[src/rtl/mux_rr_2to1.sv]
// mux_rr_2to1
//
// Recombines two byte lanes, previously split by the 1:2 byte demux, back into
// a single byte stream. Each lane is buffered in its own small FIFO so that
// skew between the lanes, up to DEPTH bytes, is absorbed. The output drains
// the FIFOs in strict alternation (lane 0, lane 1, lane 0, ...). If the lane
// whose turn it is has nothing buffered, the output idles rather than skipping
// ahead, so the original byte order is always restored.
//
// Ports:
//   clk        - rising-edge clock
//   reset      - asynchronous active-low reset
//   in0        - lane 0 byte,  in0_valid - lane 0 byte present this cycle
//   in1        - lane 1 byte,  in1_valid - lane 1 byte present this cycle
//   out0       - recombined byte (registered, holds while valid_out0=0)
//   valid_out0 - out0 carries a new byte (registered)
//   fifo0_cnt  - lane 0 FIFO occupancy, 0..DEPTH
//   fifo1_cnt  - lane 1 FIFO occupancy, 0..DEPTH
//   overflow   - sticky: a lane byte was dropped on a full FIFO

module mux_rr_2to1 #(
    parameter int DATA_W = 8,
    parameter int DEPTH  = 4,
    parameter int CNT_W  = 3
) (
    input  logic              clk,
    input  logic              reset,
    input  logic [DATA_W-1:0] in0,
    input  logic              in0_valid,
    input  logic [DATA_W-1:0] in1,
    input  logic              in1_valid,
    output logic [DATA_W-1:0] out0,
    output logic              valid_out0,
    output logic [CNT_W-1:0]  fifo0_cnt,
    output logic [CNT_W-1:0]  fifo1_cnt,
    output logic              overflow
);

    localparam int PTR_W = $clog2(DEPTH);
    localparam logic [CNT_W-1:0] FULL_CNT = CNT_W'(DEPTH);

    // Per-lane FIFO state; index 0 is lane 0, index 1 is lane 1.
    logic [1:0][PTR_W-1:0] wr_ptr_q, wr_ptr_d;
    logic [1:0][PTR_W-1:0] rd_ptr_q, rd_ptr_d;
    logic [1:0][CNT_W-1:0] cnt_q, cnt_d;
    logic [DATA_W-1:0]     mem_q [2][DEPTH];

    // Lane whose head is emitted next.
    logic                  sel_q, sel_d;

    logic [DATA_W-1:0]     out_q, out_d;
    logic                  vld_q, vld_d;
    logic                  ovf_q, ovf_d;

    logic [1:0]            in_vld;
    logic [1:0]            push;
    logic [1:0]            pop;

    assign in_vld = {in1_valid, in0_valid};

    always_comb begin
        wr_ptr_d = wr_ptr_q;
        rd_ptr_d = rd_ptr_q;
        cnt_d    = cnt_q;
        sel_d    = sel_q;
        out_d    = out_q;
        vld_d    = 1'b0;
        ovf_d    = ovf_q;
        push     = '0;
        pop      = '0;

        // Only the selected lane may pop; an empty selected lane stalls the
        // output so that bytes are never reordered.
        if (cnt_q[sel_q] != '0) begin
            pop[sel_q] = 1'b1;
            out_d      = mem_q[sel_q][rd_ptr_q[sel_q]];
            vld_d      = 1'b1;
            sel_d      = ~sel_q;
        end

        for (int i = 0; i < 2; i++) begin
            // A full FIFO still accepts a byte when its head leaves on the
            // same edge, since one slot frees up as the new byte lands.
            if (in_vld[i]) begin
                if ((cnt_q[i] != FULL_CNT) || pop[i]) begin
                    push[i] = 1'b1;
                end else begin
                    ovf_d = 1'b1;
                end
            end

            if (push[i]) begin
                wr_ptr_d[i] = wr_ptr_q[i] + PTR_W'(1);
            end
            if (pop[i]) begin
                rd_ptr_d[i] = rd_ptr_q[i] + PTR_W'(1);
            end

            if (push[i] && !pop[i]) begin
                cnt_d[i] = cnt_q[i] + CNT_W'(1);
            end else if (!push[i] && pop[i]) begin
                cnt_d[i] = cnt_q[i] - CNT_W'(1);
            end
        end
    end

    always_ff @(posedge clk or negedge reset) begin
        if (!reset) begin
            wr_ptr_q <= '0;
            rd_ptr_q <= '0;
            cnt_q    <= '0;
            sel_q    <= 1'b0;
            out_q    <= '0;
            vld_q    <= 1'b0;
            ovf_q    <= 1'b0;
        end else begin
            wr_ptr_q <= wr_ptr_d;
            rd_ptr_q <= rd_ptr_d;
            cnt_q    <= cnt_d;
            sel_q    <= sel_d;
            out_q    <= out_d;
            vld_q    <= vld_d;
            ovf_q    <= ovf_d;
        end
    end

    // Storage needs no reset: an entry is only read after it has been written,
    // because the occupancy counts are reset.
    always_ff @(posedge clk) begin
        if (push[0]) begin
            mem_q[0][wr_ptr_q[0]] <= in0;
        end
        if (push[1]) begin
            mem_q[1][wr_ptr_q[1]] <= in1;
        end
    end

    assign out0       = out_q;
    assign valid_out0 = vld_q;
    assign fifo0_cnt  = cnt_q[0];
    assign fifo1_cnt  = cnt_q[1];
    assign overflow   = ovf_q;

endmodule

[config.mk]
export PLATFORM = sky130hd
export DESIGN_NAME = mux_rr_2to1
export DESIGN_NICKNAME = d
export VERILOG_FILES = /design/src/rtl/mux_rr_2to1.sv
export SDC_FILE = /design/constraint.sdc
export NUM_CORES = 1
export LEC_CHECK = 0
export ABC_AREA = 0
export BUFFER_PORTS_ARGS = -buffer_cell sky130_fd_sc_hd__buf_4
export CAP_MARGIN = 0
export CORE_ASPECT_RATIO = 1.4
export CORE_MARGIN = 8
export CORE_UTILIZATION = 58
export DETAILED_ROUTE_END_ITERATION = 12
export GPL_ROUTABILITY_DRIVEN = 1
export MAX_ROUTING_LAYER = met4
export PLACE_DENSITY = 0.81
export SLEW_MARGIN = 40
export SYNTH_ARGS = -nofsm -noshare
export SYNTH_HDL_FRONTEND = slang
export SYNTH_SLANG_ARGS = --single-unit
[constraint.sdc]
create_clock -name clk -period 3.1 [get_ports clk]
set_clock_uncertainty 0.1 [all_clocks]
set_input_delay 0.155 -clock clk [delete_from_list [all_inputs] [get_ports clk]]
set_output_delay 0.155 -clock clk [all_outputs]
set_load 0.02 [all_outputs]
### Word-level counts from Yosys, hierarchy flattened

Memories as Yosys holds them, arrays and structs flattened.
Index checks and enable logic that the tools add are counted.

| word-level totals | value |
|---|---|
| bits in registers | 25 |
| memory bits (writable) | 64 |
| input bits | 20 |
| output and inout bits | 16 |
| logic and storage cells | 79 |
| memories kept | 1 |

| cells by class | value |
|---|---|
| $add $sub $neg | 8 |
| magnitude comparators | 7 |
| eq/ne operators | 2 |
| mux-type cells | 31 |
| bitwise operators | 4 |
| reduce and logical (&&, ||, !) cells | 16 |

Memory list:

| memory | words | bits a word | read ports | clocked after Yosys merged registers in | wr ports | RTL line | RTL |
|---|---|---|---|---|---|---|---|
| mem_q | 2 | 32 | 1 | 0 | 2 | 46 | `logic [DATA_W-1:0] mem_q [2][DEPTH];` |

Operators by type and width:

| kind | count |
|---|---|
| 2-to-1 mux 32 bit | 2 |
| demux 8 bit (select 2 bit) | 2 |
| 2-to-1 mux 8 bit | 4 |
| 2-to-1 mux 3 bit | 6 |
| binary-select mux 8 bit (select 2 bit) | 1 |
| 2-to-1 mux 1 bit | 12 |
| greater-or-equal comparator 3 bit, second input constant | 3 |
| NOT 2 -> 3 bit | 3 |
| adder 2 x 1 -> 2 bit, second input constant | 4 |
| logical AND 1 bit | 7 |
| adder 3 x 1 -> 3 bit, second input constant | 2 |
| less-than comparator 3 x 1 -> 1 bit, second input constant | 2 |
| 2-to-1 mux 2 bit | 3 |
| != test 3 bit, second input constant | 2 |
| subtractor 3 x 1 -> 3 bit, second input constant | 2 |
| zero test 1 bit | 4 |
| nonzero test 2 bit | 2 |
| nonzero test 3 bit | 1 |
| logical OR 1 bit | 2 |
| less-than comparator 1 x 2 -> 1 bit, second input constant | 1 |
| demux 1 bit (select 1 bit) | 1 |
| greater-or-equal comparator 1 bit, second input constant | 1 |
| NOT 1 bit | 1 |

### Depth between registers and ports, before layout

| depth | value |
|---|---|
| word-level depth | 12 |
| mapped depth | 10 |
| mapped depth without buffers | 9 |

### Least setup slack after synthesis

OpenSTA, ideal clock, no wires.

| timing | value |
|---|---|
| kind | flip-flop to flip-flop |
| start | reg cnt_q, in the netlist fifo0_cnt[0] |
| end | reg cnt_q, in the netlist fifo0_cnt[2] |
| library setup time | 0.080 ns |
| data arrival time | 2.081 ns |
| required time | 2.920 ns |
| slack | 0.839 ns |
| stages on the path, launching flop included | 9 |
| buffers on the path | 0 |
| period minus slack after synthesis | 2.261 ns |
| cell sequence | dfrtp_1 > nor2_1 > a31oi_1 > ha_1 > inv_1 > fa_1 > xor2_1 > nor2_1 > xor2_1 |

| between the ends | value |
|---|---|
| longest elaborated chain between the ends | 10 |
| elaborated cells on any way between the ends | 17 |
| classes of those cells | add/sub: 2; eq/ne: 1; mux: 7; reduce/logical: 7 |

RTL lines:

| what | RTL line | RTL |
|---|---|---|
| from (decl) | 45 | `logic [1:0][CNT_W-1:0] cnt_q, cnt_d;` |
| from (signal assigned) | 119 | `cnt_q <= cnt_d;` |
| 2-to-1 mux 3 bit (not written as such) (2 in a row) | 74 | `if (cnt_q[sel_q] != '0) begin` |
| nonzero test 3 bit | 74 |  |
| 2-to-1 mux 2 bit | 74 |  |
| logical OR 1 bit * | 85 | `if ((cnt_q[i] != FULL_CNT) \|\| pop[i]) begin` |
| 2-to-1 mux 1 bit * | 85 |  |
| 2-to-1 mux 1 bit * | 84 | `if (in_vld[i]) begin` |
| named net push[0] | 56 | `logic [1:0] push;` |
| zero test 1 bit | 101 | `end else if (!push[i] && pop[i]) begin` |
| logical AND 1 bit | 101 |  |
| nonzero test 2 bit (no line) | n/a |  |

Mark *: on every way through the listed nets, which the timed path passes. The rest lies on a longest branch. The select of a mux whose other input is x is not followed.
A chain may end at the register's enable or synchronous reset.

### Worst setup path in the final report

Ends and elaborated chain as after synthesis.

==> impl_metrics.tcl <==
set metrics [dict create \
    power.leakage_nw 1.74 \
    fmax_ghz 0.415 \
    h-tree-depth 3 \
    antenna_found_initial 0 \
    avgViaCountPerCell 5.49 \
    grt_pass1_vias 2110 \
    clk_latency_ps 350 \
    drc 0 \
    drtPass1Iterations 4 \
    synth_nets 244 \
    vdd_ir_drop_max_mv 0.583 \
    wl_per_cell_um 18.1 \
    die_w_um 82.9 \
    cpMaxStageDelayCell "dfrtp_1" \
    postCtsSetupRepairBufs 0 \
    rsz0062_at_grt "no" \
    vias 1916 \
    clock-sinks 89 \
    synth.yosys.seq_area_share_pct 70.1 \
    synthArstFlopShare_pct 28.1 \
    synthTopCellsByCount "edfxtp_1, dfrtp_1, mux2i_1, ha_1, inv_1" \
    dp_hpwl_mm 4.43 \
    post-route-min-period_ps 2410 \
    powerDensity_nw_per_um2 1020 \
    portBuffers 35 \
    reg2reg_slack_ps 690 \
    n_antenna_cell 0 \
    outcome "finished clean" \
    die_area_sq_um 9090 \
    clkSlewWorstSetupHoldPaths_ps 90 \
    synth_top_area_share_pct 52.9 \
    cp.depth 8 \
    grt-ovfl-total 0 \
    synth.most_common_cell "edfxtp_1" \
    post_cts_resized 0 \
    avgSynthCellArea_sq_um 17.2 \
    path_buf_inv 1 \
    syn-cell-area_sq_um 3640 \
    num_io_pins 36 \
    cp.arrival_ps 2580 \
    synth-seq-cells 89 \
    tritoncts "built" \
    required_ps 3270 \
    min_path_type "in2async" \
    fin_nets 304 \
    drive_gt1_share_pct 23.5 \
    slowest_delay_ps 480 \
    yosys_warnings 0 \
    ant_nets 0 \
    crit_chain "nor2_1 -> a31oi_1 -> ha_1 -> inv_1 -> fa_1 -> xor2_1 -> nor2_1 -> xor2_1" \
    start_util_pct 59.4 \
    clock_path_buffers 2 \
    cts_root_buf "clkbuf_8" \
    synth_edf_count 64 \
    power.total_mw 4.49 \
    setup_tns_ps 0 \
    fill_cells 401 \
    crit_family "adder cells" \
    fin_crit_sh_pct 77.7 \
    reg2reg_depth 8 \
    grt_pass1_wl_mm 10.5 \
    num_rows 34 \
    path_class "reg2reg" \
    cp-start-kind "register" \
    place_congestion 0.710 \
    crit_fanout 8 \
    ys.flop_type "edfxtp_1" \
    die_h_um 110 \
    synthCells 212 \
    grt_max_degree 26 \
    routed_wl_mm 6.33 \
    finalSetupViolations 0 \
    synth.distinct_cells 34 \
    slew_violations 0 \
    netlist_top_cells_area "edfxtp_1, dfrtp_1, mux4_2" \
    maxCapViolCount 0 \
    critPathCaptureType "register" \
    grt_use_total_pct 15.4 \
    max_slew.worst_pin.slew_ps 581 \
    yosysTopAreaCell "edfxtp_1" \
    area_growth_pct 20.9 \
    max_slew_margin_pct 61.1 \
    drtIter0Drc 117 \
    cts-buffers-inserted 9 \
    coreArea_sq_um 6130 \
    hold_violations 0 \
]
-- cell usage in the layout (no fill, tap or decap), types with 2 or more instances in the layout --
cell type / instances
edfxtp_1: 64
buf_4: 35
dfrtp_1: 25
dlygate4sd3_1: 19
mux2i_1: 15
inv_1: 10
ha_1: 10
clkbuf_8: 9
nor2b_1: 8
and2_1: 8
mux4_2: 8
a211o_1: 8
nand2_1: 7
xnor2_1: 7
o22ai_1: 7
nor2_1: 4
xor2_1: 4
bufinv_16: 3
nor3_1: 2
mux2_2: 2
o21ai_0: 2
fa_1: 2
clkinv_4: 2
-- layer usage --
layer / global-route usage, % / share of wire (%) / vias to the layer above
met1: 16.7 / 42 / 957
li1: - / - / 913
met5: - / 0 / -
met2: 26.0 / 53 / 35
met4: 6.93 / 1.8 / 0
met3: 4.23 / 2.9 / 11
-- final timing paths --
check / start / end
min in group clk: in0_valid / wr_ptr_q[0]
hold reg to reg: rd_ptr_q[1] / rd_ptr_q[1]
hold / removal: reset / out0[2]
setup / recovery: fifo0_cnt[0] / fifo0_cnt[2]
setup reg to reg: fifo0_cnt[0] / fifo0_cnt[2]
max in group asynchronous: reset / out0[4]
-- report_power, final --
group / internal [mW] / switching, mW
sequential: 1.64 / 0.253
clock: 0.541 / 0.392
combinational: 0.813 / 0.849
total: 3.00 / 1.49
-- metrics by stage --
stage | hold slack (ps) | instances | worst slack, ps | area (sq um) | util [%]
after CTS | 138 | 349 | 656 | 4400 | 71.8
after global routing | 151 | 349 | 415 | 4400 | 71.8
final | 146 | 349 | 692 | 4400 | 71.8
after floorplan | -241 | 212 | 839 | 3640 | -
after global placement | -23.9 | 314 | 773 | 3960 | 64.7
after detailed placement | -20.5 | 314 | 719 | 3960 | 64.7
-- cell type report --
type	instances	area, sq um	share of cell area [%]
sequential	89	2550	57.9
multi-input combinational	107	1000	22.9
clock inverter	6	116	2.65
inverter	10	37.5	0.854
tap	72	90.1	2.05
clock buffer	10	128	2.90
timing repair buffer	55	473	10.8
-- state kept, by name, indices dropped and copies added, names as in the netlist --
name	flops
valid_out0	1
overflow	1
out0	8
mem_q	64
sel_q	1
fifo1_cnt	3
wr_ptr_q	4
fifo0_cnt	3
rd_ptr_q	4
-- worst register-to-register path, cell delays in order, from the launching register on --
cell and delay, ps:
dfrtp_1 480, nor2_1 100, a31oi_1 480, ha_1 300, inv_1 70, fa_1 370
xor2_1 180, nor2_1 120, xor2_1 150
-- timing repair --
item,4_1_cts,5_1_grt
hold endpoints to repair,90,0
endpoints found under the setup margin,0,0
hold buffers,19,0
-- cells by family (layout without fill, tap and decap cells) --
family	Yosys count	in the layout	synth area share, %
AOI/OAI and AO/OA	22	22	4.44
xor gates and xnor gates	11	11	2.65
adders and majority gates	12	12	4.54
buffers and inverters	16	81	2.31
DFF	89	89	70.1
muxes	27	27	10.7
and+or+nand+nor	35	35	5.27
Note: power is estimated with default switching activity, not from simulation.
